==> src/rtl/ped_request_ctrl.sv <==
// ped_request_ctrl
//   Turns a raw, bouncy pedestrian pushbutton into a clean request level for
//   the traffic light controller. The request is held until the light shows
//   red, and a cooldown window follows each served request.
//
// Ports
//   clk_i          system clock, rising edge
//   rst_ni         asynchronous active-low reset
//   button_raw_i   raw pushbutton (asynchronous to clk_i, bouncy)
//   red_i          red lamp from the traffic light; high = pedestrian phase served
//   request_o      registered pedestrian request level
//   busy_o         high while in cooldown
//   press_count_o  accepted request count, saturating at 255
module ped_request_ctrl #(
  parameter int unsigned DEBOUNCE_CYCLES = 4,   // 1..255
  parameter int unsigned COOLDOWN_CYCLES = 20   // 0..255
) (
  input  logic       clk_i,
  input  logic       rst_ni,
  input  logic       button_raw_i,
  input  logic       red_i,
  output logic       request_o,
  output logic       busy_o,
  output logic [7:0] press_count_o
);

  localparam logic [1:0] S_IDLE     = 2'd0;
  localparam logic [1:0] S_REQUEST  = 2'd1;
  localparam logic [1:0] S_SERVING  = 2'd2;
  localparam logic [1:0] S_COOLDOWN = 2'd3;

  localparam logic [7:0] DEB_N = 8'(DEBOUNCE_CYCLES);
  localparam logic [7:0] CD_N  = 8'(COOLDOWN_CYCLES);

  logic       sync_q1, sync_q2;
  logic [7:0] deb_cnt_q;
  logic       deb_lvl_q, deb_lvl_d1_q;
  logic       press_evt;
  logic [1:0] state_q, state_d;
  logic [7:0] cd_q, cd_d;

  // Two-flop synchroniser; nothing downstream sees button_raw_i directly.
  always_ff @(posedge clk_i or negedge rst_ni) begin
    if (!rst_ni) begin
      sync_q1 <= 1'b0;
      sync_q2 <= 1'b0;
    end else begin
      sync_q1 <= button_raw_i;
      sync_q2 <= sync_q1;
    end
  end

  // Debouncer: counter runs only while the synchronised level disagrees with
  // the debounced level; the level flips on the edge the count would hit N.
  always_ff @(posedge clk_i or negedge rst_ni) begin
    if (!rst_ni) begin
      deb_cnt_q    <= 8'd0;
      deb_lvl_q    <= 1'b0;
      deb_lvl_d1_q <= 1'b0;
    end else begin
      deb_lvl_d1_q <= deb_lvl_q;
      if (sync_q2 == deb_lvl_q) begin
        deb_cnt_q <= 8'd0;
      end else if (deb_cnt_q + 8'd1 == DEB_N) begin
        deb_lvl_q <= sync_q2;
        deb_cnt_q <= 8'd0;
      end else begin
        deb_cnt_q <= deb_cnt_q + 8'd1;
      end
    end
  end

  // One pulse per debounced rising edge, so a held button fires once.
  assign press_evt = deb_lvl_q & ~deb_lvl_d1_q;

  always_comb begin
    state_d = state_q;
    cd_d    = cd_q;
    case (state_q)
      S_IDLE:    if (press_evt) state_d = S_REQUEST;
      S_REQUEST: if (red_i) state_d = S_SERVING;
      S_SERVING: begin
        if (!red_i) begin
          if (COOLDOWN_CYCLES == 0) begin
            state_d = S_IDLE;
          end else begin
            state_d = S_COOLDOWN;
            cd_d    = CD_N;
          end
        end
      end
      default: begin
        // Leaving on the edge the count would reach zero keeps busy_o high
        // for exactly COOLDOWN_CYCLES cycles. Presses here are dropped,
        // including one landing on the exit edge.
        if (cd_q <= 8'd1) begin
          state_d = S_IDLE;
          cd_d    = 8'd0;
        end else begin
          cd_d = cd_q - 8'd1;
        end
      end
    endcase
  end

  // Outputs are registered from the next state so they switch on the same
  // edge as the FSM with no combinational path to the pins.
  always_ff @(posedge clk_i or negedge rst_ni) begin
    if (!rst_ni) begin
      state_q       <= S_IDLE;
      cd_q          <= 8'd0;
      request_o     <= 1'b0;
      busy_o        <= 1'b0;
      press_count_o <= 8'd0;
    end else begin
      state_q   <= state_d;
      cd_q      <= cd_d;
      request_o <= (state_d == S_REQUEST);
      busy_o    <= (state_d == S_COOLDOWN);
      if (state_q == S_IDLE && press_evt && press_count_o != 8'hFF)
        press_count_o <= press_count_o + 8'd1;
    end
  end

endmodule

==> config.mk <==
export PLATFORM = sky130hd
export DESIGN_NAME = ped_request_ctrl
export DESIGN_NICKNAME = d
export VERILOG_FILES = /design/src/rtl/ped_request_ctrl.sv
export SDC_FILE = /design/constraint.sdc
export NUM_CORES = 1
export LEC_CHECK = 0
export CAP_MARGIN = 10
export CORE_AREA = 4 4 76 78
export DETAILED_ROUTE_END_ITERATION = 16
export DIE_AREA = 0 0 80 82
export PLACE_DENSITY = 0.49
export SLEW_MARGIN = 0
export SYNTH_ARGS = -nofsm -noshare
export SYNTH_HDL_FRONTEND = slang
export SYNTH_SLANG_ARGS = --single-unit
export TNS_END_PERCENT = 5
==> constraint.sdc <==
create_clock -name clk_i -period 2.05 [get_ports clk_i]
set_input_delay 0.41 -clock clk_i [delete_from_list [all_inputs] [get_ports clk_i]]
set_output_delay 0.41 -clock clk_i [all_outputs]
set_load 0.005 [all_outputs]
==> flow_summary.yaml, run 1 <==
outcome:
  status: "complete, no violations"
setup_path:
  crit-reg2reg-launch: "cd_q[3]$_DFFE_PN0P_"
  cell_count_of_the_worst_reg_to_reg_path: 5
  r2r_end: "cd_q[7]$_DFFE_PN0P_"
  criticalPathCategory: "register to register"
  setup.worst_path.start_class: "register"
  r2r_slack_ns: 0.16
  cp_data_required_time_ns: 2.21
  critical_path_maximum_fanout: 5
  worst_ep_arrival_time_ns: 2.05
  end_kind: "register"
synthesis:
  syn_nets: 150
  seq_area_frac_synth_pct: 52.20
  most_frequent_cell_after_synthesis: "sky130_fd_sc_hd__dfrtp_1"
  mappedNetlistArea_um2: 1534
  area_share_of_the_largest_cell_type_after_synthesis_pct: 52.20
  synth.top_cells.by_area: "sky130_fd_sc_hd__dfrtp_1, sky130_fd_sc_hd__xnor2_1, sky130_fd_sc_hd__nor2_1"
  synthTopCellsByCount: "sky130_fd_sc_hd__dfrtp_1, sky130_fd_sc_hd__nor2_1, sky130_fd_sc_hd__xnor2_1"
  synth_top_area_cell: "sky130_fd_sc_hd__dfrtp_1"
  cell_variety_after_synth: 36
  postSynthRegisterBits: 32
  synth-main-ff-cell: "sky130_fd_sc_hd__dfrtp_1"
  post_synth.cell_area_avg_um2: 10.88
  synth_edf_count: 0
  ys_async_sr_fraction_pct: 100.0
  post_synth_inst_count: 141
  yosysWarningCount: 0
timing:
  final.setup.worst_slack_ns: 0.1626
  slew_headroom_pct: 70.68
  fin_setup_tns_ns: 0
  rsz0062_at_grt: "no"
  final-max-slew-violation-count: 0
  finalSetupViolations: 0
  skew_ns: 0.004701
  worst-slew-pin-transition_ns: 0.4397
  hold_viol_final: 0
  highest_clock_rate_mhz: 529.8
  layout_min_cycle_time_ns: 1.887
  period_share_pct: 92.07
placement:
  dpl-instance-area_um2: 1797
  dpl.hpwl_um: 2066
  io_buffers: 13
  place.gp.congestion: 0.7710
  pre_cts_slack_ns: 0.1508
final_layout:
  final.fill_count: 531
  final_core_util_pct: 36.93
  syn_to_final_growth_pct: 22.19
  drive_gt1_share_pct: 13.77
  insertedDiodeCount: 0
  num-nets-final: 176
  fin_area_um2: 1874
detailed_routing:
  drt.antenna.violating_nets: 0
  route.detailed.drc: 0
  wire_per_inst_um: 12.14
  num_vias: 1110
  totalWireLength_um: 2878
  detail_route.first_pass.iterations: 4
  number_of_vias_per_cell: 4.684
  initialDrtViolationCount: 61
floorplan:
  core.rowCount: 26
  floorplan.initialDensity_pct: 30.23
  design.die.area_um2: 6560
  die_w_um: 80
  io_pins: 14
  fp.coreArea_um2: 5075
  die_y_um: 82
job:
  max-cap-violations: 0
power:
  leakage_nw: 0.8023
  vdd.ir_drop.worst_v: 0.0005028
  power_density_normalized_to_cell_area_nw_per_um2: 1109
global_routing:
  grt.total_usage_pct: 10.17
  grt_pass1_vias: 1138
  grt_max_degree: 33
  initial_antenna_violation_count: 0
  grt_first_pass_wirelength_um: 5016
  overflow: 0
clock_network:
  cts.reportedPaths.clkPinSlew_ns: 0.06
  numCtsBuffers: 5
  post_cts_resized: 0
  numClockSinks: 32
  h-tree-depth: 2
  tritoncts_clock_tree: "yes"
  clock_latency_ns: 0.28
  cts.repair_timing.setup_buffer_count: 0
  cts_hold_buf: 0
  clock_root_cell: "sky130_fd_sc_hd__clkbuf_8"
  clock_tree.buffer_depth: 2
hold_path:
  hold_end: "sync_q2$_DFF_PN0_"
  hold_path_startpoint: "sync_q1$_DFF_PN0_"
  whs_path_depth: 0
  worst_hold_path_type: "register to register"
-- how the worst max path moves through the flow --
stage,startpoint,endpoint,slack (ns),cells after the start
after global placement,cd_q[3]$_DFFE_PN0P_,cd_q[7]$_DFFE_PN0P_,0.18,5
after CTS,cd_q[3]$_DFFE_PN0P_,cd_q[7]$_DFFE_PN0P_,0.14,5
after floorplan,state_q[0]$_DFF_PN0_,press_count_o[1]$_DFFE_PN0P_,0.19,4
after detailed placement,cd_q[3]$_DFFE_PN0P_,cd_q[7]$_DFFE_PN0P_,0.15,5
after global routing,cd_q[1]$_DFFE_PN0P_,cd_q[6]$_DFFE_PN0P_,0.02,7
final,cd_q[3]$_DFFE_PN0P_,cd_q[7]$_DFFE_PN0P_,0.16,5
-- kinds of logic after synthesis --
kind of cell / after synthesis / share of synthesized area (%)
and+or+nand+nor: 55 / 18.60
buffers and inverters: 6 / 1.713
muxes: 2 / 1.468
xor gates and xnor gates: 15 / 8.564
DFF: 32 / 52.20
AOI/OAI and AO/OA: 25 / 12.72
adders and majority gates: 6 / 4.731
-- cells in the final DEF, fill, tap and decap left out, types with 2 or more instances in the layout --
cell	instances
sky130_fd_sc_hd__dfrtp_1	32
sky130_fd_sc_hd__nor2_1	19
sky130_fd_sc_hd__clkdlybuf4s50_1	13
sky130_fd_sc_hd__xnor2_1	10
sky130_fd_sc_hd__nand2_1	8
sky130_fd_sc_hd__a21oi_1	7
sky130_fd_sc_hd__buf_4	7
sky130_fd_sc_hd__nand3_1	6
sky130_fd_sc_hd__o21ai_0	6
sky130_fd_sc_hd__inv_1	5
sky130_fd_sc_hd__xor2_1	5
sky130_fd_sc_hd__ha_1	5
sky130_fd_sc_hd__clkbuf_8	5
sky130_fd_sc_hd__nand4_1	4
sky130_fd_sc_hd__or4_1	3
sky130_fd_sc_hd__nor3_1	2
sky130_fd_sc_hd__o22ai_1	2
sky130_fd_sc_hd__nor2b_1	2
sky130_fd_sc_hd__o21ai_2	2
sky130_fd_sc_hd__o31ai_1	2
sky130_fd_sc_hd__mux2_2	2
sky130_fd_sc_hd__and3_1	2
-- sequential cells by signal, summed over array words and instances (netlist names) --
name / cells
busy_o: 1
cd_q: 8
deb_cnt_q: 8
deb_lvl_d1_q: 1
deb_lvl_q: 1
press_count_o: 8
request_o: 1
state_q: 2
sync_q1: 1
sync_q2: 1
-- layer usage --
layer | track usage (%) | up-vias | share of wire, %
li1 | - | 549 | -
met1 | 12.56 | 533 | 51
met2 | 15.56 | 23 | 44
met3 | 3.838 | 5 | 3.3
met4 | 5.068 | 0 | 1.7
met5 | 0 | - | 0
-- metrics by stage --
stage          hold WS [ns]  power (mW)  std cells
6_report             0.3482       2.079        237
5_1_grt              0.3704       2.267        237
4_1_cts              0.3514       2.114        237
3_5_place_dp         0.3364       1.657        230
3_3_place_gp         0.3341       1.637        230
2_1_floorplan        0.1144       1.395        141
-- layout make-up --
class | count | area (µm²) | share of cell area (%)
clock inverter | 1 | 5.005 | 0.2670
inverter | 5 | 18.77 | 1.001
timing repair buffer | 20 | 182.7 | 9.746
multi-input combinational | 103 | 706.9 | 37.72
clock buffer | 6 | 72.57 | 3.872
tap | 70 | 87.58 | 4.673
sequential | 32 | 800.8 | 42.72
-- where the power goes --
| part | switching [mW] | leakage (nW) | internal, mW |
|---|---|---|---|
| logic | 0.372 | 0.351 | 0.340 |
| clock network | 0.210 | 0.0410 | 0.230 |
| registers | 0.148 | 0.410 | 0.780 |
-- worst max-delay path, stage by stage, from the launching register on --
cell	delay, ns
sky130_fd_sc_hd__dfrtp_1	0.43
sky130_fd_sc_hd__or4_4	0.57
sky130_fd_sc_hd__or4_1	0.43
sky130_fd_sc_hd__nor2b_1	0.16
sky130_fd_sc_hd__o21ai_2	0.10
sky130_fd_sc_hd__o31ai_1	0.08
No activity file was read; power rests on OpenSTA's default activity.
==> run 2, diff against run 1 <==
--- a/config.mk
+++ b/config.mk
@@ -6,10 +6,10 @@
 export NUM_CORES = 1
 export LEC_CHECK = 0
 export CAP_MARGIN = 10
-export CORE_AREA = 4 4 76 78
+export CORE_AREA = 4 4 58 60
 export DETAILED_ROUTE_END_ITERATION = 16
-export DIE_AREA = 0 0 80 82
-export PLACE_DENSITY = 0.49
+export DIE_AREA = 0 0 62 64
+export PLACE_DENSITY = 0.77
 export SLEW_MARGIN = 0
 export SYNTH_ARGS = -nofsm -noshare
 export SYNTH_HDL_FRONTEND = slang
==> flow_summary.yaml, run 2 (same netlist as run 1, synthesis figures left out) <==
placement:
  dpl.hpwl_um: 2011
  io_buffers: 13
  place.gp.congestion: 0.8411
  pre_cts_slack_ns: 0.1016
floorplan:
  core.rowCount: 20
  floorplan.initialDensity_pct: 52.39
  design.die.area_um2: 3968
  die_y_um: 64
  die_w_um: 62
  fp.coreArea_um2: 2928
  io_pins: 14
timing:
  final.setup.worst_slack_ns: 0.09392
  final-max-slew-violation-count: 0
  skew_ns: 0.005800
  fin_setup_tns_ns: 0
  highest_clock_rate_mhz: 511.2
  finalSetupViolations: 0
  layout_min_cycle_time_ns: 1.956
  rsz0062_at_grt: "no"
  hold_viol_final: 0
  worst-slew-pin-transition_ns: 0.5946
  slew_headroom_pct: 60.08
  period_share_pct: 95.42
clock_network:
  clock_tree.buffer_depth: 2
  numCtsBuffers: 5
  tritoncts_clock_tree: "yes"
  numClockSinks: 32
  clock_root_cell: "sky130_fd_sc_hd__clkbuf_4"
  clock_latency_ns: 0.33
  h-tree-depth: 2
  cts.reportedPaths.clkPinSlew_ns: 0.10
detailed_routing:
  initialDrtViolationCount: 59
  route.detailed.drc: 0
  totalWireLength_um: 2765
  wire_per_inst_um: 13.76
  num_vias: 1120
  detail_route.first_pass.iterations: 4
  number_of_vias_per_cell: 5.572
  drt.antenna.violating_nets: 0
global_routing:
  overflow: 0
  grt_first_pass_wirelength_um: 4912
  grt_pass1_vias: 1097
  initial_antenna_violation_count: 0
  grt_max_degree: 33
  grt.total_usage_pct: 16.87
power:
  switching_fraction_pct: 37.54
  leakage_nw: 0.8023
  power.share.sequential_pct: 45.8
  p_sw_uw: 764.0
  clkPwrFrac_pct: 17.3
  power.internal_mw: 1.271
  pwr-share-comb_pct: 37.0
  vdd.ir_drop.worst_v: 0.0007956
  power_density_normalized_to_cell_area_nw_per_um2: 1119
final_layout:
  mostFrequentLayoutCells: "sky130_fd_sc_hd__dfrtp_1, sky130_fd_sc_hd__nor2_1, sky130_fd_sc_hd__clkdlybuf4s50_1"
  num-nets-final: 176
  reg_top3: "cd_q (8), deb_cnt_q (8), press_count_o (8)"
  final_common_cell: "sky130_fd_sc_hd__dfrtp_1"
  syn_to_final_growth_pct: 18.52
  drive_gt1_share_pct: 16.67
  final_core_util_pct: 62.09
  insertedDiodeCount: 0
setup_path:
  crit-reg2reg-launch: "cd_q[0]$_DFFE_PN0P_"
  worst_ep_arrival_time_ns: 2.23
  criticalPathCategory: "register to register"
  end_kind: "register"
  critical_path_maximum_fanout: 6
  cp_data_required_time_ns: 2.32
  crit_start: "cd_q[0]$_DFFE_PN0P_"
  setup.worst_path.start_class: "register"
outcome:
  status: "complete, no violations"
hold_path:
  hold_path_startpoint: "sync_q1$_DFF_PN0_"
  worst_hold_path_type: "register to register"
job:
  max-cap-violations: 0
[run 2: metal layers]
metal / wire, µm / global-route usage, %
met1: 1255 / 21.18
met4: 59 / 7.958
met3: 156 / 6.465
met2: 1293 / 25.00
met5: 0 / 0
[run 2: power by group through the flow]
stage          Combinational (mW)  Sequential [mW]  Clock (mW)
2_1_floorplan               0.466            0.928           0
3_3_place_gp                0.684            0.927           0
3_5_place_dp                0.717            0.941           0
4_1_cts                     0.720            0.928       0.366
5_1_grt                     0.848            0.954       0.401
6_report                    0.752            0.932       0.351
[run 2: critical path, stage by stage (launching register included)]
cell and delay [ns]:
sky130_fd_sc_hd__dfrtp_1 0.44, sky130_fd_sc_hd__inv_1 0.08, sky130_fd_sc_hd__ha_1 0.18, sky130_fd_sc_hd__inv_1 0.06
sky130_fd_sc_hd__or3_2 0.45, sky130_fd_sc_hd__or4_4 0.44, sky130_fd_sc_hd__a21oi_2 0.14, sky130_fd_sc_hd__a21o_1 0.10
[run 2: metrics by stage]
| stage | power, mW | instance area (µm²) | instances | hold slack (ns) |
|---|---|---|---|---|
| 2_1_floorplan | 1.395 | 1534 | 141 | 0.1144 |
| 5_1_grt | 2.203 | 1818 | 201 | 0.3758 |
| 6_report | 2.035 | 1818 | 201 | 0.3622 |
| 3_3_place_gp | 1.611 | 1743 | 192 | 0.3366 |
| 3_5_place_dp | 1.658 | 1743 | 192 | 0.3365 |
| 4_1_cts | 2.015 | 1799 | 200 | 0.3605 |
[run 2: path summary, 6_finish.rpt]
kind | slack (ns) | endpoint | depth (start not counted)
setup / recovery | 0.09 | cd_q[6]$_DFFE_PN0P_ | 7
hold / removal | 0.36 | sync_q2$_DFF_PN0_ | 0
setup reg to reg | 0.09 | cd_q[6]$_DFFE_PN0P_ | 7
hold reg to reg | 0.36 | sync_q2$_DFF_PN0_ | 0
max in group asynchronous | 1.31 | cd_q[2]$_DFFE_PN0P_ | 2
min in group asynchronous | 0.45 | state_q[1]$_DFF_PN0_ | 2
[run 2: layout make-up]
class | count | area, µm²
Clock inverter | 3 | 18.77
Clock buffer | 5 | 37.54
Tap cell | 33 | 41.29
Sequential cell | 32 | 800.8
Multi-Input combinational cell | 103 | 718.2
Fill cell | 232 | 1110
Inverter | 5 | 18.77
Timing Repair Buffer | 20 | 182.7
[run 2: repair_timing]
item / 4_1_cts / 5_1_grt
resized for setup: 0 / 3
endpoints found under the setup margin: 0 / 2
setup buffers: 0 / 1
hold buffers: 0 / 0
==> run 3, diff against run 2 <==
--- a/config.mk
+++ b/config.mk
@@ -5,8 +5,9 @@
 export SDC_FILE = /design/constraint.sdc
 export NUM_CORES = 1
 export LEC_CHECK = 0
-export CAP_MARGIN = 10
+export CAP_MARGIN = 5
 export CORE_AREA = 4 4 58 60
+export CTS_CLUSTER_DIAMETER = 120
 export DETAILED_ROUTE_END_ITERATION = 16
 export DIE_AREA = 0 0 62 64
 export PLACE_DENSITY = 0.77
==> results of run 3 <==
The final DEF is identical to that of run 2; final timing and power are the same.
